## config.mk

```make
export PLATFORM = sky130hd
export DESIGN_NAME = pixel_palette_mapper
export DESIGN_NICKNAME = d
export VERILOG_FILES = /design/src/rtl/pixel_palette_mapper_pkg.sv /design/src/rtl/pixel_palette_mapper_palette_rom.sv /design/src/rtl/pixel_palette_mapper.sv
export SDC_FILE = /design/constraint.sdc
export NUM_CORES = 1
export LEC_CHECK = 0
export CAP_MARGIN = 5
export CORE_ASPECT_RATIO = 0.5
export CORE_MARGIN = 2
export CORE_UTILIZATION = 54
export DETAILED_ROUTE_END_ITERATION = 10
export GPL_TIMING_DRIVEN = 0
export PLACE_DENSITY = 0.79
export SLEW_MARGIN = 20
export SYNTH_ARGS = -nofsm -noshare
export SYNTH_HDL_FRONTEND = slang
export SYNTH_SLANG_ARGS = --single-unit
```

## constraint.sdc

```tcl
create_clock -name clk -period 2.9 [get_ports clk]
set_input_delay 0.29 -clock clk [delete_from_list [all_inputs] [get_ports clk]]
set_output_delay 0.29 -clock clk [all_outputs]
set_load 0.01 [all_outputs]
```

## src/rtl/pixel_palette_mapper_pkg.sv

```systemverilog
// Shared definitions for the pixel palette mapper.
//   mode_t        : 4-bit palette mode as sampled from the resolution switches
//   MODE_*        : recognised palette modes; any other value renders as grayscale
//   RED/GRN/BLU_LSB : bit offsets of each 8-bit channel within the 24-bit RGB word
//   FRAME_PIXELS_DEFAULT : pixels in one 1920x1080 frame
package pixel_palette_mapper_pkg;

    typedef logic [3:0] mode_t;

    localparam mode_t MODE_GRAY = 4'd0;
    localparam mode_t MODE_BAND = 4'd1;
    localparam mode_t MODE_RAMP = 4'd2;
    localparam mode_t MODE_INV  = 4'd3;

    localparam int unsigned RED_LSB = 16;
    localparam int unsigned GRN_LSB = 8;
    localparam int unsigned BLU_LSB = 0;

    localparam int unsigned FRAME_PIXELS_DEFAULT = 1920 * 1080;

endpackage

```

## src/rtl/pixel_palette_mapper_palette_rom.sv

```systemverilog
// Banded-palette lookup: fixed 16-entry rainbow, one-cycle registered read.
//   clk  : colour-domain clock
//   en   : read enable; data holds when low so it stays aligned with a stalled pipeline
//   addr : palette index
//   data : {red,green,blue} of the addressed entry, valid the cycle after en
module pixel_palette_mapper_palette_rom (
    input  logic        clk,
    input  logic        en,
    input  logic [3:0]  addr,
    output logic [23:0] data
);

    always_ff @(posedge clk) begin
        if (en) begin
            unique case (addr)
                4'd0:  data <= 24'hFF0000;
                4'd1:  data <= 24'hFF4000;
                4'd2:  data <= 24'hFF8000;
                4'd3:  data <= 24'hFFC000;
                4'd4:  data <= 24'hFFFF00;
                4'd5:  data <= 24'hC0FF00;
                4'd6:  data <= 24'h80FF00;
                4'd7:  data <= 24'h00FF00;
                4'd8:  data <= 24'h00FF80;
                4'd9:  data <= 24'h00FFFF;
                4'd10: data <= 24'h0080FF;
                4'd11: data <= 24'h0000FF;
                4'd12: data <= 24'h2000FF;
                4'd13: data <= 24'h4000FF;
                4'd14: data <= 24'h6000FF;
                4'd15: data <= 24'h8000FF;
            endcase
        end
    end

endmodule

```

## src/rtl/pixel_palette_mapper.sv

```systemverilog
// Colour stage between the DDR read path and the HDMI controller: maps each
// Mandelbrot point word (escape flag + iteration count) to a 24-bit RGB pixel.
// Three-stage pipeline, all stages advance together whenever the output register
// is empty or being consumed.
//   clk, reset            : colour-domain clock, synchronous active-high reset
//   mode_sel, update      : palette request; update pulse samples it into the pending mode
//   in_data/last/valid/ready  : upstream point stream, in_last marks end of frame
//   out_rgb/last/valid/ready  : downstream pixel stream
//   frame_count           : completed frames leaving the block (wraps)
//   length_error          : sticky, a frame was not exactly FRAME_PIXELS words long
module pixel_palette_mapper
    import pixel_palette_mapper_pkg::*;
#(
    parameter int unsigned ITER_W         = 16,
    parameter int unsigned PAL_DEPTH_LOG2 = 4,
    parameter int unsigned FRAME_PIXELS   = FRAME_PIXELS_DEFAULT
) (
    input  logic        clk,
    input  logic        reset,
    input  logic [3:0]  mode_sel,
    input  logic        update,
    input  logic [31:0] in_data,
    input  logic        in_last,
    input  logic        in_valid,
    output logic        in_ready,
    output logic [23:0] out_rgb,
    output logic        out_last,
    output logic        out_valid,
    input  logic        out_ready,
    output logic [7:0]  frame_count,
    output logic        length_error
);

    localparam int unsigned CNT_W = $clog2(FRAME_PIXELS + 1);
    localparam logic [CNT_W:0] FRAME_LEN = (CNT_W + 1)'(FRAME_PIXELS);

    logic adv, accept;

    // S1
    logic              s1_valid_q, s1_esc_q, s1_last_q;
    logic [ITER_W-1:0] s1_iter_q;
    mode_t             s1_mode_q;
    // S2 (palette data comes from the ROM register alongside)
    logic              s2_valid_q, s2_esc_q, s2_last_q;
    logic [ITER_W-1:0] s2_iter_q;
    mode_t             s2_mode_q;
    logic [23:0]       lut_rgb;
    // S3 / output
    logic              out_valid_q, out_last_q;
    logic [23:0]       out_rgb_q, rgb_s3;

    mode_t             pending_q, pending_d, active_q, active_d;
    logic [CNT_W-1:0]  pix_cnt_q, pix_cnt_d;
    logic [CNT_W:0]    cnt_inc;
    logic              length_error_q, length_error_d;
    logic [7:0]        frame_count_q;

    logic [ITER_W-1:0] quarter;
    logic [7:0]        iter8, ramp_g;
    logic              unused_in_bits;

    assign unused_in_bits = ^in_data[30:ITER_W];

    assign adv      = !out_valid_q || out_ready;
    assign in_ready = adv && !reset;
    assign accept   = in_valid && in_ready;

    // A new mode takes effect on the word after the frame's last word, so a whole
    // frame is always rendered in one scheme.
    always_comb begin
        pending_d = pending_q;
        active_d  = active_q;
        if (update) begin
            pending_d = mode_sel;
        end
        if (accept && in_last) begin
            active_d = update ? mode_sel : pending_q;
        end
    end

    always_comb begin
        cnt_inc        = {1'b0, pix_cnt_q} + (CNT_W + 1)'(1);
        pix_cnt_d      = pix_cnt_q;
        length_error_d = length_error_q;
        if (accept) begin
            if (in_last) begin
                if (cnt_inc != FRAME_LEN) begin
                    length_error_d = 1'b1;
                end
                pix_cnt_d = '0;
            end else begin
                // A full frame's worth of words without in_last is already too long.
                if (cnt_inc >= FRAME_LEN) begin
                    length_error_d = 1'b1;
                end
                if (!(&pix_cnt_q)) begin
                    pix_cnt_d = cnt_inc[CNT_W-1:0];
                end
            end
        end
    end

    always_comb begin
        iter8   = s2_iter_q[7:0];
        quarter = s2_iter_q >> 2;
        ramp_g  = (|quarter[ITER_W-1:8]) ? 8'hFF : quarter[7:0];
        rgb_s3  = '0;
        if (s2_valid_q && s2_esc_q) begin
            case (s2_mode_q)
                MODE_BAND: rgb_s3 = lut_rgb;
                MODE_RAMP: begin
                    rgb_s3[RED_LSB +: 8] = iter8;
                    rgb_s3[GRN_LSB +: 8] = ramp_g;
                    rgb_s3[BLU_LSB +: 8] = 8'hFF - iter8;
                end
                MODE_INV: rgb_s3 = {3{~iter8}};
                default:  rgb_s3 = {3{iter8}};  // MODE_GRAY and unassigned modes
            endcase
        end
    end

    pixel_palette_mapper_palette_rom u_palette_rom (
        .clk  (clk),
        .en   (adv),
        .addr (s1_iter_q[PAL_DEPTH_LOG2-1:0]),
        .data (lut_rgb)
    );

    always_ff @(posedge clk) begin
        if (reset) begin
            s1_valid_q     <= 1'b0;
            s1_esc_q       <= 1'b0;
            s1_last_q      <= 1'b0;
            s1_iter_q      <= '0;
            s1_mode_q      <= MODE_GRAY;
            s2_valid_q     <= 1'b0;
            s2_esc_q       <= 1'b0;
            s2_last_q      <= 1'b0;
            s2_iter_q      <= '0;
            s2_mode_q      <= MODE_GRAY;
            out_valid_q    <= 1'b0;
            out_last_q     <= 1'b0;
            out_rgb_q      <= '0;
            pending_q      <= MODE_GRAY;
            active_q       <= MODE_GRAY;
            pix_cnt_q      <= '0;
            length_error_q <= 1'b0;
            frame_count_q  <= '0;
        end else begin
            if (adv) begin
                s1_valid_q  <= accept;
                s1_esc_q    <= in_data[31];
                s1_last_q   <= in_last;
                s1_iter_q   <= in_data[ITER_W-1:0];
                s1_mode_q   <= active_q;
                s2_valid_q  <= s1_valid_q;
                s2_esc_q    <= s1_esc_q;
                s2_last_q   <= s1_last_q;
                s2_iter_q   <= s1_iter_q;
                s2_mode_q   <= s1_mode_q;
                out_valid_q <= s2_valid_q;
                out_last_q  <= s2_valid_q && s2_last_q;
                out_rgb_q   <= rgb_s3;
            end
            pending_q      <= pending_d;
            active_q       <= active_d;
            pix_cnt_q      <= pix_cnt_d;
            length_error_q <= length_error_d;
            if (out_valid_q && out_ready && out_last_q) begin
                frame_count_q <= frame_count_q + 8'd1;
            end
        end
    end

    assign out_valid    = out_valid_q;
    assign out_last     = out_last_q;
    assign out_rgb      = out_rgb_q;
    assign frame_count  = frame_count_q;
    assign length_error = length_error_q;

endmodule

```

==> metrics.cfg <==
[routing]
vias=5090
detail_route.drc_violations=0
drtAntennaViolNets=0
drt_first_pass_iters=7
initialDrtViolationCount=469
drt_wl_total_um=13510
drt-wirelength-per-cell_um=14.91
detail_route.vias_per_cell=5.618

[worst_setup_path]
timing_worst_setup_path_type=register to register
cp.required_ps=3210
critical_path.reg2reg.endpoint=pix_cnt_q[15]
worstSetupStartpointType=register
endpoint_kind=register
setup.reg_to_reg.worst_slack_ps=210
critical_path.endpoint=pix_cnt_q[15]
rr_startpoint=pix_cnt_q[0]
worst_setup_path_startpoint=pix_cnt_q[0]
maximum_net_fanout_on_the_critical_path=10
ff2ff_path_depth=8
cp_data_arrival_time_ps=3000

[floorplanning]
dieHeight_um=74.40
rows=25
core_area_um2=9540
dieArea_um2=10770
die_x_um=144.8
io_pins=78
initial_util_pct=56.10

[timing]
worst_setup_skew_after_layout_ps=9.389
rsz0062_at_grt=false
number_of_failing_hold_endpoints_at_the_final_stage=0
post-route-period-util_pct=92.85
relSlewSlack_pct=33.36
tightestPinTransition_ps=999.6
final.min_clock_period_ps=2693
setup-violations-final=0
worst_case_setup_margin_in_the_final_layout_ps=207.4
setup-tns-final_ps=0
pins_over_their_slew_limit=0
max_freq_mhz=371.4

[logic_synthesis]
ys_dominant_reg_cell=dfxtp_1
post_synth_fa_ha_maj_area_fraction_pct=1.636
mappedNetlistArea_um2=5353
yosys.area_share.simple_pct=23.14
synth.yosys.seq_area_share_pct=46.19
portion_of_netlist_area_occupied_by_mux_cells_pct=2.431
synth_top_family_by_area=simple AND/OR/NAND/NOR gates
synth_area_leaders=dfxtp_1 (41%), nand2_1 (9.7%), a21oi_1 (9.3%)
most_area_hungry_cell_type_in_the_yosys_netlist=dfxtp_1
syn_inst=676
synth_fp_nets=725
yosys_warnings=0
share_of_async_settable_or_async_resettable_flops_after_synthesis_pct=0
post_synth_num_cell_types=52
number_of_register_bits_inferred_by_synthesis=119
synth_edf_count=9
synthDominantCellAreaShare_pct=41.14
synth_compound_area_share_pct=19.50
synth.most_common_cell=nand2_1
synth_common_cells=nand2_1 (138), dfxtp_1 (110), a21oi_1 (99)
synthXorXnorAreaFrac_pct=2.127
post_synth.cell_area_avg_um2=7.918

[clock_network]
numClockSinks=119
cts_hold_fix_bufs=0
tritoncts.num_buffers=17
tritoncts=yes
ctsHtreeMaxLevel=4
worstSkewPairLatency_ps=420
clkTransAtPathRegs_ps=60
cts_root_buffer=clkbuf_16
cts.path.max_buffers=2

[worst_hold_path]
timing.hold.worst.class=input port to register
hold_path_startpoint=update

[cells_and_area]
fillers=755
post_route_cells_drive_above_1_share_pct=6.874
area_delta_synth_final_pct=26.11
n_antenna_cell=0
design.final.nets=807

[grt]
grt_overflow=0
grt_start_max_net_pins=19
busiest_layer=met2
grt.met1_usage_pct=33.28
grt_usage_pct=26.36
grt_pass1_vias=4577
use_met2_pct=44.50
antenna_violations_before_repair=0
groute.layer.met3.usage_pct=5.538
grt_pass1_wl_um=21920

[outcome]
outcome=finished, final reports clean

[flow_run]
timing.max_cap.violations=0

[placed_design]
placement.io_buffers=61
dp_worst_setup_slack_ps=75.18
gpl.final_weighted_congestion=0.9373
dp_hpwl_um=9128

[power]
power_density_nw_per_um2=610.0
leakagePower_nw=2.516
ir_worst_vdd_v=0.0004910

layout make-up:
class	instances	area, um^2	share of cell area (%)
plain buffers	48	202.7	3.003
inverters	17	63.81	0.9453
well taps	135	168.9	2.502
clock buffers	21	493.0	7.303
clock inverters	11	110.1	1.631
multi-input cells	492	2614	38.72
flip-flops and latches	119	2472	36.63
repair buffers	63	625.6	9.268
stage by stage:
| stage | area, um^2 | std cells | utilization (%) | hold WS, ps | total power [W] |
|---|---|---|---|---|---|
| final | 6750 | 906 | 70.75 | 310.5 | 0.004117 |
| after global routing | 6750 | 906 | 70.75 | 335.8 | 0.004237 |
| after CTS | 6735 | 904 | 70.60 | 304.2 | 0.004119 |
| after detailed placement | 6132 | 872 | 64.28 | 442.3 | 0.002013 |
| after global placement | 6132 | 872 | 64.28 | 438.3 | 0.002006 |
| after floorplan | 5353 | 676 | - | 422.7 | 0.001918 |
how the worst min path moves through the flow:
| stage | slack, ps | endpoint | depth (start not counted) |
|---|---|---|---|
| after floorplan | 420 | s1_valid_q | 2 |
| after global placement | 440 | s1_valid_q | 2 |
| after detailed placement | 440 | out_rgb[16] | 2 |
| after CTS | 300 | pending_q[2] | 3 |
| after global routing | 340 | pending_q[2] | 3 |
| final | 310 | pending_q[2] | 3 |
report_power, final:
group          total (W)  leakage, nW  internal, W  switching [W]
combinational   0.000241         1.24     0.000100       0.000141
sequential       0.00174        0.990      0.00171      0.0000344
clock            0.00213        0.287      0.00132       0.000816
total            0.00412         2.52      0.00313       0.000991
cells in the final DEF (no fill, tap or decap), types with 11 or more instances in the layout:
cell / Yosys / layout
clkbuf_1: 29 / 30
dfxtp_1: 110 / 110
mux2i_1: 13 / 13
nand2_1: 138 / 138
a211oi_1: 11 / 11
clkdlybuf4s50_1: 0 / 61
nor3_1: 11 / 11
nand3_1: 13 / 13
a21oi_1: 99 / 99
nor2_1: 61 / 61
o21ai_0: 45 / 45
clkbuf_16: 0 / 19
inv_1: 17 / 17
routing by layer:
metal  share of wire [%]  wire length [um]
met1                  43              5854
met3                 6.7               903
met2                  48              6491
met5                   0                 0
met4                 1.9               257
flip-flops by register name, indices dropped and copies added (netlist names), 4 cells and up:
signal,count
s2_mode_q,4
out_rgb,24
pending_q,4
s2_iter_q,16
frame_count,8
active_q,4
s1_iter_q,16
s1_mode_q,4
pix_cnt_q,21
u_palette_rom.data,9
kinds of logic after synthesis:
| kind of cell | Yosys count |
|---|---|
| XOR/XNOR | 13 |
| adder cells (fa/ha/maj) | 7 |
| AO/OA/AOI/OAI | 187 |
| AND/OR/NAND/NOR | 272 |
| buffers and inverters | 65 |
| flip-flops | 119 |
| multiplexers | 13 |
critical path, stage by stage (launching register included):
cell and delay (ps):
dfxtp_1 390, ha_1 330, nand4_2 200, nor4b_4 90, buf_4 150, a211oi_1 730, buf_4 320, a21oi_1 80
a211oi_1 280
timing repair:
item / 4_1_cts / 5_1_grt
setup buffers: 0 / 2
setup endpoints to repair: 0 / 11
gates resized for setup: 0 / 0
Note: power is estimated with default switching activity, not from simulation.
